===== config.mk =====
export PLATFORM = sky130hd
export DESIGN_NAME = pipeline_scoreboard_flat
export DESIGN_NICKNAME = d
export VERILOG_FILES = /design/src/rtl/pipeline_scoreboard_pkg.sv /design/src/rtl/pipeline_scoreboard_if.sv /design/src/rtl/sb_match.sv /design/src/rtl/pipeline_scoreboard.sv /design/src/flat_wrapper.sv
export SDC_FILE = /design/constraint.sdc
export NUM_CORES = 1
export LEC_CHECK = 0
export ABC_AREA = 0
export CAP_MARGIN = 20
export CORE_MARGIN = 2
export CORE_UTILIZATION = 43
export CTS_CLUSTER_DIAMETER = 40
export DETAILED_ROUTE_END_ITERATION = 16
export GPL_ROUTABILITY_DRIVEN = 0
export GPL_TIMING_DRIVEN = 0
export MAX_ROUTING_LAYER = met4
export PLACE_DENSITY = 0.67
export SLEW_MARGIN = 10
export SYNTH_ARGS = -nofsm -noshare
export SYNTH_HDL_FRONTEND = slang
export SYNTH_SLANG_ARGS = --single-unit

===== constraint.sdc =====
create_clock -name clk -period 3.8 [get_ports clk]
set_input_delay 0.76 -clock clk [delete_from_list [all_inputs] [get_ports clk]]
set_output_delay 0.76 -clock clk [all_outputs]
set_load 0.01 [all_outputs]

===== src/rtl/pipeline_scoreboard_pkg.sv =====
// Shared types and constants for the pipeline hazard/forwarding scoreboard.
package pipeline_scoreboard_pkg;

  localparam int unsigned SB_REG_ADDR_W = 4;
  localparam int unsigned SB_STAGES     = 3;
  localparam int unsigned SB_LOAD_STAGE = 2;
  localparam int unsigned SB_SEL_W      = $clog2(SB_STAGES);
  localparam int unsigned SEL_REGFILE   = 0;
  localparam int unsigned STALL_COUNT_W = 32;

  // One in-flight instruction's writeback record
  typedef struct packed {
    logic                     valid;
    logic                     wb_en;
    logic [SB_REG_ADDR_W-1:0] dest;
    logic                     mem_read;
  } sb_entry_t;

  // Source operands of the instruction currently in EXE
  typedef struct packed {
    logic [SB_REG_ADDR_W-1:0] src1;
    logic                     src1_use;
    logic [SB_REG_ADDR_W-1:0] src2;
    logic                     src2_use;
  } sb_srcs_t;

endpackage


===== src/rtl/pipeline_scoreboard_if.sv =====
// ID-stage request / hazard-response bundle between the pipeline and the scoreboard.
interface pipeline_scoreboard_if
  import pipeline_scoreboard_pkg::*;
#(
  parameter int unsigned REG_ADDR_W = SB_REG_ADDR_W,
  parameter int unsigned SEL_W      = SB_SEL_W
);
  logic                  en_forwarding;
  logic                  freeze;
  logic                  flush;
  logic                  id_valid;
  logic [REG_ADDR_W-1:0] id_src1;
  logic                  id_src1_use;
  logic [REG_ADDR_W-1:0] id_src2;
  logic                  id_src2_use;
  logic                  id_wb_en;
  logic [REG_ADDR_W-1:0] id_dest;
  logic                  id_mem_read;
  logic                  stall;
  logic [SEL_W-1:0]      sel_src1;
  logic [SEL_W-1:0]      sel_src2;

  modport master (
    output en_forwarding, freeze, flush, id_valid, id_src1, id_src1_use,
           id_src2, id_src2_use, id_wb_en, id_dest, id_mem_read,
    input  stall, sel_src1, sel_src2
  );

  modport slave (
    input  en_forwarding, freeze, flush, id_valid, id_src1, id_src1_use,
           id_src2, id_src2_use, id_wb_en, id_dest, id_mem_read,
    output stall, sel_src1, sel_src2
  );
endinterface


===== src/rtl/sb_match.sv =====
// Combinational match of one source register against one scoreboard entry.
module sb_match
  import pipeline_scoreboard_pkg::*;
(
  input  logic [SB_REG_ADDR_W-1:0] src_i,
  input  logic                     use_i,
  input  sb_entry_t                entry_i,
  output logic                     match_c_o
);

  assign match_c_o = use_i & entry_i.valid & entry_i.wb_en & (entry_i.dest == src_i);

endmodule


===== src/rtl/pipeline_scoreboard.sv =====
// RAW hazard stall and EXE operand forwarding selects for the in-order pipeline.
// Optional PIPELINE_SCOREBOARD_PERF_EN adds a saturating stall-cycle counter.
module pipeline_scoreboard
  import pipeline_scoreboard_pkg::*;
#(
  parameter int unsigned REG_ADDR_W = SB_REG_ADDR_W,
  parameter int unsigned STAGES     = SB_STAGES,
  parameter int unsigned LOAD_STAGE = SB_LOAD_STAGE,
  parameter int unsigned SEL_W      = $clog2(STAGES)
)(
  input  logic                     clk,
  input  logic                     rst,
  pipeline_scoreboard_if.slave     sb
`ifdef PIPELINE_SCOREBOARD_PERF_EN
  ,
  output logic [STALL_COUNT_W-1:0] stall_count
`endif
);

  logic [REG_ADDR_W-1:0] id_src1_w;
  logic [REG_ADDR_W-1:0] id_src2_w;
  logic [REG_ADDR_W-1:0] id_dest_w;

  sb_entry_t             entry_q [STAGES];
  sb_entry_t             entry_d [STAGES];
  sb_srcs_t              exe_q;
  sb_srcs_t              exe_d;

  logic [STAGES-1:0]     id1_hit;
  logic [STAGES-1:0]     id2_hit;
  logic [STAGES-1:1]     ex1_hit;
  logic [STAGES-1:1]     ex2_hit;

  logic                  stall_c;
  logic                  issue_c;
  logic [SEL_W-1:0]      sel1_c;
  logic [SEL_W-1:0]      sel2_c;

  assign id_src1_w = sb.id_src1;
  assign id_src2_w = sb.id_src2;
  assign id_dest_w = sb.id_dest;

  // ID sources are checked against every stage; EXE sources only against older stages
  for (genvar k = 0; k < STAGES; k++) begin : g_stage
    sb_match u_id1 (
      .src_i     (SB_REG_ADDR_W'(id_src1_w)),
      .use_i     (sb.id_src1_use),
      .entry_i   (entry_q[k]),
      .match_c_o (id1_hit[k])
    );
    sb_match u_id2 (
      .src_i     (SB_REG_ADDR_W'(id_src2_w)),
      .use_i     (sb.id_src2_use),
      .entry_i   (entry_q[k]),
      .match_c_o (id2_hit[k])
    );
    if (k > 0) begin : g_exe
      sb_match u_ex1 (
        .src_i     (exe_q.src1),
        .use_i     (exe_q.src1_use),
        .entry_i   (entry_q[k]),
        .match_c_o (ex1_hit[k])
      );
      sb_match u_ex2 (
        .src_i     (exe_q.src2),
        .use_i     (exe_q.src2_use),
        .entry_i   (entry_q[k]),
        .match_c_o (ex2_hit[k])
      );
    end
  end

  // Stall when a producer's value cannot reach the consumer in time
  always_comb begin
    stall_c = 1'b0;
    for (int s = 0; s < int'(STAGES); s++) begin
      if (id1_hit[s] | id2_hit[s]) begin
        if (sb.en_forwarding) begin
          if (entry_q[s].mem_read && (s < int'(LOAD_STAGE) - 1)) stall_c = 1'b1;
        end else if (s < int'(STAGES) - 1) begin
          stall_c = 1'b1;
        end
      end
    end
    stall_c = stall_c & sb.id_valid;
  end

  // Descending scan so the youngest usable producer wins
  always_comb begin
    sel1_c = SEL_W'(SEL_REGFILE);
    sel2_c = SEL_W'(SEL_REGFILE);
    if (sb.en_forwarding) begin
      for (int k = int'(STAGES) - 1; k >= 1; k--) begin
        if (ex1_hit[k] && !(entry_q[k].mem_read && (k < int'(LOAD_STAGE)))) sel1_c = SEL_W'(k);
        if (ex2_hit[k] && !(entry_q[k].mem_read && (k < int'(LOAD_STAGE)))) sel2_c = SEL_W'(k);
      end
    end
  end

  assign issue_c = sb.id_valid & ~stall_c & ~sb.flush;

  always_comb begin
    entry_d = entry_q;
    exe_d   = exe_q;
    if (!sb.freeze) begin
      for (int k = 1; k < int'(STAGES); k++) entry_d[k] = entry_q[k-1];
      if (issue_c) begin
        entry_d[0] = '{valid: 1'b1, wb_en: sb.id_wb_en,
                       dest: SB_REG_ADDR_W'(id_dest_w), mem_read: sb.id_mem_read};
        exe_d      = '{src1: SB_REG_ADDR_W'(id_src1_w), src1_use: sb.id_src1_use,
                       src2: SB_REG_ADDR_W'(id_src2_w), src2_use: sb.id_src2_use};
      end else begin
        entry_d[0] = '0;
        exe_d      = '0;
      end
    end
  end

  always_ff @(posedge clk or negedge rst) begin
    if (!rst) begin
      for (int k = 0; k < int'(STAGES); k++) entry_q[k] <= '0;
      exe_q <= '0;
    end else begin
      entry_q <= entry_d;
      exe_q   <= exe_d;
    end
  end

  assign sb.stall    = stall_c;
  assign sb.sel_src1 = sel1_c;
  assign sb.sel_src2 = sel2_c;

`ifdef PIPELINE_SCOREBOARD_PERF_EN
  logic [STALL_COUNT_W-1:0] stall_count_q;
  logic [STALL_COUNT_W-1:0] stall_count_d;

  always_comb begin
    stall_count_d = stall_count_q;
    if (stall_c && !sb.freeze && (stall_count_q != '1)) stall_count_d = stall_count_q + 1'b1;
  end

  always_ff @(posedge clk or negedge rst) begin
    if (!rst) stall_count_q <= '0;
    else      stall_count_q <= stall_count_d;
  end

  assign stall_count = stall_count_q;
`endif

endmodule

===== src/flat_wrapper.sv =====
// flat-port wrapper written by rule: the top's interface ports become plain ports
module pipeline_scoreboard_flat import pipeline_scoreboard_pkg::*;
#(
  parameter int unsigned REG_ADDR_W = SB_REG_ADDR_W,
  parameter int unsigned STAGES     = SB_STAGES,
  parameter int unsigned LOAD_STAGE = SB_LOAD_STAGE,
  parameter int unsigned SEL_W      = $clog2(STAGES)
)
  (clk, rst, sb_en_forwarding, sb_freeze, sb_flush, sb_id_valid, sb_id_src1, sb_id_src1_use, sb_id_src2, sb_id_src2_use, sb_id_wb_en, sb_id_dest, sb_id_mem_read, sb_stall, sb_sel_src1, sb_sel_src2);
  pipeline_scoreboard_if #(.REG_ADDR_W(REG_ADDR_W), .SEL_W(SEL_W)) sb_i ();
  input  logic clk;
  input  logic rst;
  input wire logic [$bits(sb_i.en_forwarding)-1:0] sb_en_forwarding;
  input wire logic [$bits(sb_i.freeze)-1:0] sb_freeze;
  input wire logic [$bits(sb_i.flush)-1:0] sb_flush;
  input wire logic [$bits(sb_i.id_valid)-1:0] sb_id_valid;
  input wire logic [$bits(sb_i.id_src1)-1:0] sb_id_src1;
  input wire logic [$bits(sb_i.id_src1_use)-1:0] sb_id_src1_use;
  input wire logic [$bits(sb_i.id_src2)-1:0] sb_id_src2;
  input wire logic [$bits(sb_i.id_src2_use)-1:0] sb_id_src2_use;
  input wire logic [$bits(sb_i.id_wb_en)-1:0] sb_id_wb_en;
  input wire logic [$bits(sb_i.id_dest)-1:0] sb_id_dest;
  input wire logic [$bits(sb_i.id_mem_read)-1:0] sb_id_mem_read;
  output wire logic [$bits(sb_i.stall)-1:0] sb_stall;
  output wire logic [$bits(sb_i.sel_src1)-1:0] sb_sel_src1;
  output wire logic [$bits(sb_i.sel_src2)-1:0] sb_sel_src2;
  assign sb_i.en_forwarding = sb_en_forwarding;
  assign sb_i.freeze = sb_freeze;
  assign sb_i.flush = sb_flush;
  assign sb_i.id_valid = sb_id_valid;
  assign sb_i.id_src1 = sb_id_src1;
  assign sb_i.id_src1_use = sb_id_src1_use;
  assign sb_i.id_src2 = sb_id_src2;
  assign sb_i.id_src2_use = sb_id_src2_use;
  assign sb_i.id_wb_en = sb_id_wb_en;
  assign sb_i.id_dest = sb_id_dest;
  assign sb_i.id_mem_read = sb_id_mem_read;
  assign sb_stall = sb_i.stall;
  assign sb_sel_src1 = sb_i.sel_src1;
  assign sb_sel_src2 = sb_i.sel_src2;
  pipeline_scoreboard #(.REG_ADDR_W(REG_ADDR_W), .STAGES(STAGES), .LOAD_STAGE(LOAD_STAGE), .SEL_W(SEL_W)) u_core (.clk(clk), .rst(rst), .sb(sb_i));
endmodule

## Yosys cells after proc, flatten, opt, wreduce, memory -nomap -nowiden

Cells that the tools add are included.

- Register bits: 30
- Input port bits: 22
- Output and inout bits: 5
- Logic and storage cells: 70

- Equal/unequal tests: 8
- Mux-type cells: 13
- Bitwise gates (word level): 31
- Reductions and logical operators: 3

Operator list:

| kind | number |
|---|---|
| $eq A4 B4 Y1 | 8 |
| $and A1 B1 Y1 | 27 |
| $mux W2 | 6 |
| $mux W10 | 1 |
| $mux W7 | 1 |
| $mux W1 | 5 |
| $logic_and A1 B1 Y1 | 2 |
| $not A1 Y1 | 2 |
| $or A1 B1 Y1 | 2 |
| $logic_not A1 Y1 | 1 |

## Depth between registers and ports, before layout

Gate-level depths: netlist of the first run.

- Depth after elaboration: 12
- Mapped depth: 7
- Gate-level depth less buffers: 5

## Cells and area by module

Synthesis of the first run repeated with hierarchy kept, for this count alone.

- Cell total of the unflattened synthesis: 131
- Area total of the unflattened synthesis: 1,659.1 sq um

Modules (own cells, without submodules):

| module | instances | cells each | area each (sq um) |
|---|---|---|---|
| pipeline_scoreboard | 1 | 83 | 1,228.7 |
| sb_match | 8 | 6 | 53.8 |

## Worst setup path after synthesis of the first run

No wires, ideal clock.

- Kind: in2out
- Start: input port sb_id_src2[1]
- End: output port sb_stall
- Arrival time: 1.638 ns
- Data required time: 3.040 ns
- Slack: 1.402 ns
- Cell stages on the path: 4
- Buffers on the path: 0
- Cells stage by stage: xnor2_1 o2111ai_1 nor4_2 o31a_2

- Cells in the longest elaborated chain, start to end: 7

Ends and longest elaborated chain:

| what | line | source |
|---|---|---|
| start, declared | flat_wrapper.sv:19 | `input wire logic [$bits(sb_i.id_src2)-1:0] sb_id_src2;` |
| $eq A4 B4 Y1 | sb_match.sv:11 | `assign match_c_o = use_i & entry_i.valid & entry_i.wb_en & (entry_i.dest == src_i);` |
| $and A1 B1 Y1 | sb_match.sv:11 |  |
| $or A1 B1 Y1 | pipeline_scoreboard.sv:77 | `if (id1_hit[s] \| id2_hit[s]) begin` |
| $mux W1 | pipeline_scoreboard.sv:77 |  |
| $mux W1 | pipeline_scoreboard.sv:78 | `if (sb.en_forwarding) begin` |
| $mux W1 * | pipeline_scoreboard.sv:77 |  |
| $and A1 B1 Y1 * | pipeline_scoreboard.sv:85 | `stall_c = stall_c & sb.id_valid;` |
| end, declared | flat_wrapper.sv:24 | `output wire logic [$bits(sb_i.stall)-1:0] sb_stall;` |

Mark *: on every way between the ends. The rest lies on a longest branch, timed or not.

## Worst setup path in the final report of the first run

Same ends and word-level chain as after synthesis.

==> results of run 1 <==
routing by layer:
metal / up-vias / global-route usage [%] / share of wire [%] / wire length, um
li1: 541 / - / - / -
met3: 4 / 3.65 / 3.7 / 125
met5: - / - / 0 / 0
met2: 26 / 30.3 / 50 / 1700
met4: 0 / 7.18 / 0.94 / 32
met1: 563 / 24.0 / 45 / 1540
cells by family (layout without fill, tap and decap cells):
family                 Yosys count  after routing  synth area share [%]
buffers and inverters            9             43                  3.55
AND/OR/NAND/NOR                 27             27                  10.5
flip-flops                      30             30                  47.4
XOR/XNOR                        32             32                  17.7
multiplexers                    13             13                  9.24
AO/OA/AOI/OAI                   21             21                  11.6
per-stage QoR:
step / power (W) / utilization [%]
3_3_place_gp: 0.000490 / 52.8
2_1_floorplan: 0.000440 / -
4_1_cts: 0.000815 / 55.7
6_report: 0.000809 / 55.7
5_1_grt: 0.000845 / 55.7
3_5_place_dp: 0.000494 / 52.7
worst paths after layout:
path                                                 from                             end  slack (ns)  depth (start not counted)
min                                                   rst     u_core.exe_q[4]$_DFFE_PN0N_        0.51                          1
min in group clk            u_core.entry_q[7]$_DFFE_PN0N_   u_core.entry_q[7]$_DFFE_PN0N_        0.53                          1
max                                         sb_id_src2[1]                        sb_stall        0.21                          6
min reg2reg                 u_core.entry_q[7]$_DFFE_PN0N_   u_core.entry_q[7]$_DFFE_PN0N_        0.53                          1
max reg2reg                u_core.entry_q[16]$_DFFE_PN0N_  u_core.entry_q[18]$_DFFE_PN0N_        1.91                          6
max in group asynchronous                             rst  u_core.entry_q[10]$_DFFE_PN0N_        2.85                          1
registers in the layout, summed over array words and instances (netlist names):
signal and count:
u_core.entry_q 20, u_core.exe_q 10
synthesized netlist by cell type (all sizes together):
master	count
nand3	1
o31a	1
dfrtp	30
nor4	4
and3	2
nor3	2
nand4	3
or4	2
buf	7
xor2	16
o22ai	1
inv	1
nor2	3
clkbuf	1
o2111ai	2
a21o	1
mux2	13
and2	2
and3b	1
xnor2	16
a22o	16
nand2	7
area by class of cell:
type                    instances  share of cell area (%)
clock buffers                   5                    3.43
multi-input cells              93                    38.7
inverters                       1                   0.187
repair buffers                 26                    12.7
well taps                      48                    2.99
flip-flops and latches         30                    37.4
plain buffers                   8                    2.62
clock inverters                 3                    1.99
report_power, final:
group	switching (W)	total, W	leakage (nW)	internal (W)
registers	0.0000212	0.000363	0.403	0.000342
clock network	0.000129	0.000322	0.0579	0.000193
logic	0.0000545	0.000123	0.466	0.0000689
critical path, cell delays in order:
cell,delay (ns)
clkdlybuf4s50_1,0.57
xnor2_1,0.17
o2111ai_1,0.17
nor4_2,0.44
o31a_2,0.20
clkdlybuf4s50_1,0.52
==> results list, run 1 <==
- After layout, the worst setup slack is 0.206 ns.
- TritonCTS clock tree: done
- The finished layout holds about 210 standard cells, fillers aside.
* Worst voltage drop across the vdd grid: 0.328 mV
- Category of the worst setup path launch point: input pin
- Total area of multi-input combinational cells: ~780 sq um
- At the pin with the least slew margin, the transition time is approximately 0.7 ns.
- Root buffer selected by CTS: clkbuf_8
- Relative max-transition margin: a little over half
- For this run, the number of Yosys warnings is 0.
- Of all nets on the critical path, the largest fanout is 3.
* Timing-limited maximum frequency: 0.278 GHz
- Post CTS Setup Buffer Count: 0
- Critical path class: in -> out
* Worst EP arrival: 2.83 ns
- Across the whole layout, storage elements account for 751 sq um.
- In the final design database the tool counted approximately 190 nets.
* Buffer levels on the longest clock path: 2
- Kind of path behind the tightest hold check: in -> async
- Post-Synthesis Cells: between 100 and 150
- For the worst setup path, the data required time is around 3.0 ns.
* Final period utilization: a little over nine tenths
- Final instance area: roughly 0.002 sq mm
- Post-synthesis cell type count: 27
* Fraction of post-synthesis cell area in the top cell type by area: a little under half
* Post-Place Cell Area: ~0.0019 sq mm
* Total via count in the routed design: about 1100
* Final HPWL DP: about 2.5 mm
* Clock latency on the worst-skew pair: ~0.29 ns
- Top cell type by total area after synthesis: dfrtp_1
* Clock-pin slew on the worst setup and hold paths: 0.07 ns
* Kind of capture point of the worst setup path: primary output
- Starting utilization of the core area: between 40% and 50%
- The filler cells instantiated in the layout total ~310.
- In this run, CTS created clock tree buffers numbering 5.
* Clock Skews: roughly 0.0081 ns
- In this run the count of I/O pins placed on the die edge is 27.
* Max-cap check violation count: 0
- # H-tree levels: 2
- PD cells: approximately 400 mW/mm^2
- Wire length of the first global-routing pass: between 5 and 6 mm
- DIE AREA: 0.00419 sq mm
* Avg Synthesized Cell Area: between 10 and 15 sq um
- Counting every sink on the clock net gives 30.
- Floorplan Core Area: ~0.0036 sq mm
- Number of hold buffers added after cts: 0
* Post-Route Setup TNS: 0 ns
- Detailed Route Iter0 Violations: 61
* Die Ht: around 65 um
- Using the TritonRoute via totals, the vias-per-cell ratio works out to 5.30.
- The mapped netlist covers roughly 0.0016 sq mm.
- By area the synthesized netlist is led by dfrtp_1, mux2_2, xnor2_1.
* DRC Markers: 0
- Core Rows: 22
- Final hold viol count: 0
* Final max-slew violation count: 0
* Floorplan die width: around 65 um
* Worst-case setup slack after placement: 0.226 ns
- Most frequent cells in the layout: dfrtp_1, clkdlybuf4s50_1, xor2_1, xnor2_1, a22o_1
- Final Critical Period: ~3.6 ns
* Flip-flop and latch count after synthesis: 30
* Post-Place Cells: 206
- Nets in the synthesized netlist: ~150
- Remaining global-route overflow: 0
* Unrepaired setup endpoints after global routing: false
- Area Overhead vs Synth: 26.8%
* Sequential fraction of the synthesis area: a little under half
- Reported leakage power: 0.928 nW
- The post-route netlist has between 10% and 20% of its cells at a drive strength greater than 1.
* Post_cts resized: 0
- WL final: 3.40 mm
* Maximum number of pins on one net before global-route repair: 31
- Input and output buffers added on the ports amount to 26.
- Number of diodes: 0
- Number of antenna violations at the first check in global routing: 0
- Detailed Routing Iterations Pass 1: 4
- Most frequent standard cell in the layout excluding fill and tap cells: dfrtp_1
- The via count of the first global-routing pass came to about 1200.
- Routed WL per cell: approximately 16 um
- Final hold analysis gives a worst-case slack of 0.510 ns.
- Global routing used 19.0% of the available tracks.
* Detail Route Antenna Nets: 0
- Setup violations remaining at the end of the flow were counted as 0.
- Status: finished, final reports clean
Note: power is estimated with default switching activity, not from simulation.
==> inputs of run 2 (changes only) <==
--- a/config.mk
+++ b/config.mk
@@ -14,7 +14,8 @@
 export GPL_ROUTABILITY_DRIVEN = 0
 export GPL_TIMING_DRIVEN = 0
 export MAX_ROUTING_LAYER = met4
-export PLACE_DENSITY = 0.67
+export PLACE_DENSITY_LB_ADDON = 0.15
+export RECOVER_POWER = 50
 export SLEW_MARGIN = 10
 export SYNTH_ARGS = -nofsm -noshare
 export SYNTH_HDL_FRONTEND = slang
==> results list, run 2 (synthesized netlist as in run 1, its figures left out) <==
- The checks that failed: max-capacitance violations, max-slew violations.
- Leaving out fill and tap cells, the most frequent cells in the layout are dfrtp_1, clkdlybuf4s50_1, xor2_1, xnor2_1, a22o_1.
- Pin placement for this block handled 27 I/O pins.
- Cells with a size suffix above 1 make up between 10% and 20% of the layout.
- The tree is rooted in a clkbuf_8.
- After detailed routing, the average wire length per cell comes to approximately 16 um.
- Final hold viol count: 0
* Post CTS Setup Buffer Count: 0
- Post-layout worst setup margin: 0.237 ns
- In this run the power density over the cells is roughly 400 mW/mm^2.
- Detailed Routing Iterations Pass 1: 4
* Overall track demand over capacity in global routing: between 10% and 20%
* DRC Markers: 0
- WL final: between 3 and 4 mm
* Final Critical Period: ~3.6 ns
* Area Overhead vs Synth: 26.7%
- Derived from the worst setup path, the maximum achievable clock frequency is 0.281 GHz.
- Setup repair after global routing left no endpoint under its margin.
* Starting utilization of the core area: 43.9%
- Maximum number of pins on one net before global-route repair: 31
- Leaving out fill and tap cells, the most frequent cell in the layout is dfrtp_1.
* TritonCTS clock tree: done
- Setup total negative slack on the finished layout was measured at 0 ns.
- In this run the critical register-to-register path is launched from u_core.entry_q[16]$_DFFE_PN0N_.
- Using the TritonRoute via totals, the vias-per-cell ratio works out to around 5.3.
- Timing analysis after detailed placement gives a worst setup slack of about 0.24 ns.
- Kind of capture point of the worst setup path: primary output
* Number of antenna violations at the first check in global routing: 0
- Clock Sink Count: 30
- Hold repair after CTS inserted 0 buffers.
- The number of antenna diodes in the final layout is 0.
* Most flop-heavy register: u_core.entry_q
- Total of fill cells in the finished design: 324
- Sequential Area: 751 sq um
- # H-tree levels: 2
- Clock-pin slew on the worst setup and hold paths: 0.06 ns
- The detail route stage leaves a number of antenna-violating nets equal to 0.
- The via count of the first global-routing pass was 1206.
- DIE AREA: 0.00419 sq mm
- Measured against its own limit, the worst slew margin works out to -4.59%.
- Required time of the critical path: slightly above 3 ns
* Wire length of the first global-routing pass: approximately 5.9 mm
- Overall power after layout: 0.000802 W
- Clock buffer count from CTS: 5
* Buffer levels on the longest clock path: 2
- For this design the static power due to leakage is a little over 0.9 nW.
* Flip-flop count of the largest register after layout: 20
* Number of buffer cells added on primary ports: 26
- In this run, the number of DRC markers left after iteration 0 of detailed routing was 38.
- Data arrives at the worst endpoint at between 2 and 3 ns.
- Floorplan Core Area: roughly 0.0036 sq mm
- The worst hold path begins at u_core.entry_q[6]$_DFFE_PN0N_.
- The floorplan has 22 rows.
- Tracing the worst setup path back leads to its startpoint at sb_id_src2[1].
- CP Max Fanout: 3
* Clock latency on the worst-skew pair: around 0.28 ns
* Critical path class: in -> out
- In the final layout, the registers with the most flip-flops are u_core.entry_q (20), u_core.exe_q (10).
* Worst Hold Depth: 1
- Between clock sinks in the finished design, the worst skew comes to ~0.0069 ns.
- Worst Max-Slew Pin Slew: around 1.6 ns
- Max-cap violations in this run came to 1.
- Final max-slew violation count: 31
* Status: finished, violations left
- The routed layout has 1126 vias.
- Setup violators final: 0
* Worst voltage drop across the vdd grid: between 0.2 and 0.25 mV
* Final HPWL DP: between 2 and 3 mm
- Number of nets in the layout: around 190
- Post_cts resized: 0
- Category of the worst setup path launch point: input pin
- Endpoint of the most critical register-to-register path: u_core.entry_q[19]$_DFFE_PN0N_
- Final period utilization: a little over nine tenths
- In this run the horizontal extent of the chip is approximately 65 um.
- Die Ht: approximately 65 um
- Kind of path behind the tightest hold check: reg -> reg
* Path depth of the worst reg2reg path: 6
- The total overflow left after global routing is 0.
- The multi-input combinational cells in the finished layout cover a total of 777 sq um.
* Internal reg-to-reg setup slack: around 1.9 ns
- Worst min-delay path endpoint: u_core.entry_q[6]$_DFFE_PN0N_
## run 2: critical path: stages
cell	delay, ns
clkdlybuf4s50_1	0.55
xnor2_1	0.16
o2111ai_1	0.17
nor4_2	0.44
o31a_2	0.20
clkdlybuf4s50_1	0.52
## run 2: routing by layer
metal | global-route usage (%) | wire (um)
met1 | 24.9 | 1530
met2 | 30.7 | 1740
met3 | 3.13 | 92
met4 | 9.57 | 74
met5 | - | 0
## run 2: how the worst max path moves through the flow
stage / depth (start not counted) / to / slack [ns]
6_report: 6 / sb_stall / 0.24
5_1_grt: 6 / sb_stall / 0.17
4_1_cts: 6 / sb_stall / 0.22
3_5_place_dp: 6 / sb_stall / 0.24
3_3_place_gp: 6 / sb_stall / 0.25
2_1_floorplan: 4 / sb_stall / 1.40
## run 2: area by class of cell
cell class | instances | share of cell area (%)
Buffer | 8 | 2.62
Clock buffer | 5 | 3.43
Clock inverter | 3 | 2.00
Inverter | 1 | 0.187
Multi-Input combinational cell | 93 | 38.7
Sequential cell | 30 | 37.4
Tap cell | 48 | 2.99
Timing Repair Buffer | 26 | 12.7
## run 2: power by group
| part | switching (W) | leakage (nW) | internal (W) |
|---|---|---|---|
| combinational | 0.0000540 | 0.464 | 0.0000685 |
| clock | 0.000123 | 0.0579 | 0.000193 |
| sequential | 0.0000217 | 0.403 | 0.000342 |
| total | 0.000199 | 0.925 | 0.000603 |
## run 2: stage by stage
step	hold WS, ns	cell area (sq um)	utilization (%)	instances
CTS	0.514	2010	55.7	214
global route	0.533	2010	55.7	214
floorplan	0.464	1580	-	132
global placement	0.490	1900	52.8	206
finish	0.509	2010	55.7	214
detailed placement	0.499	1900	52.7	206
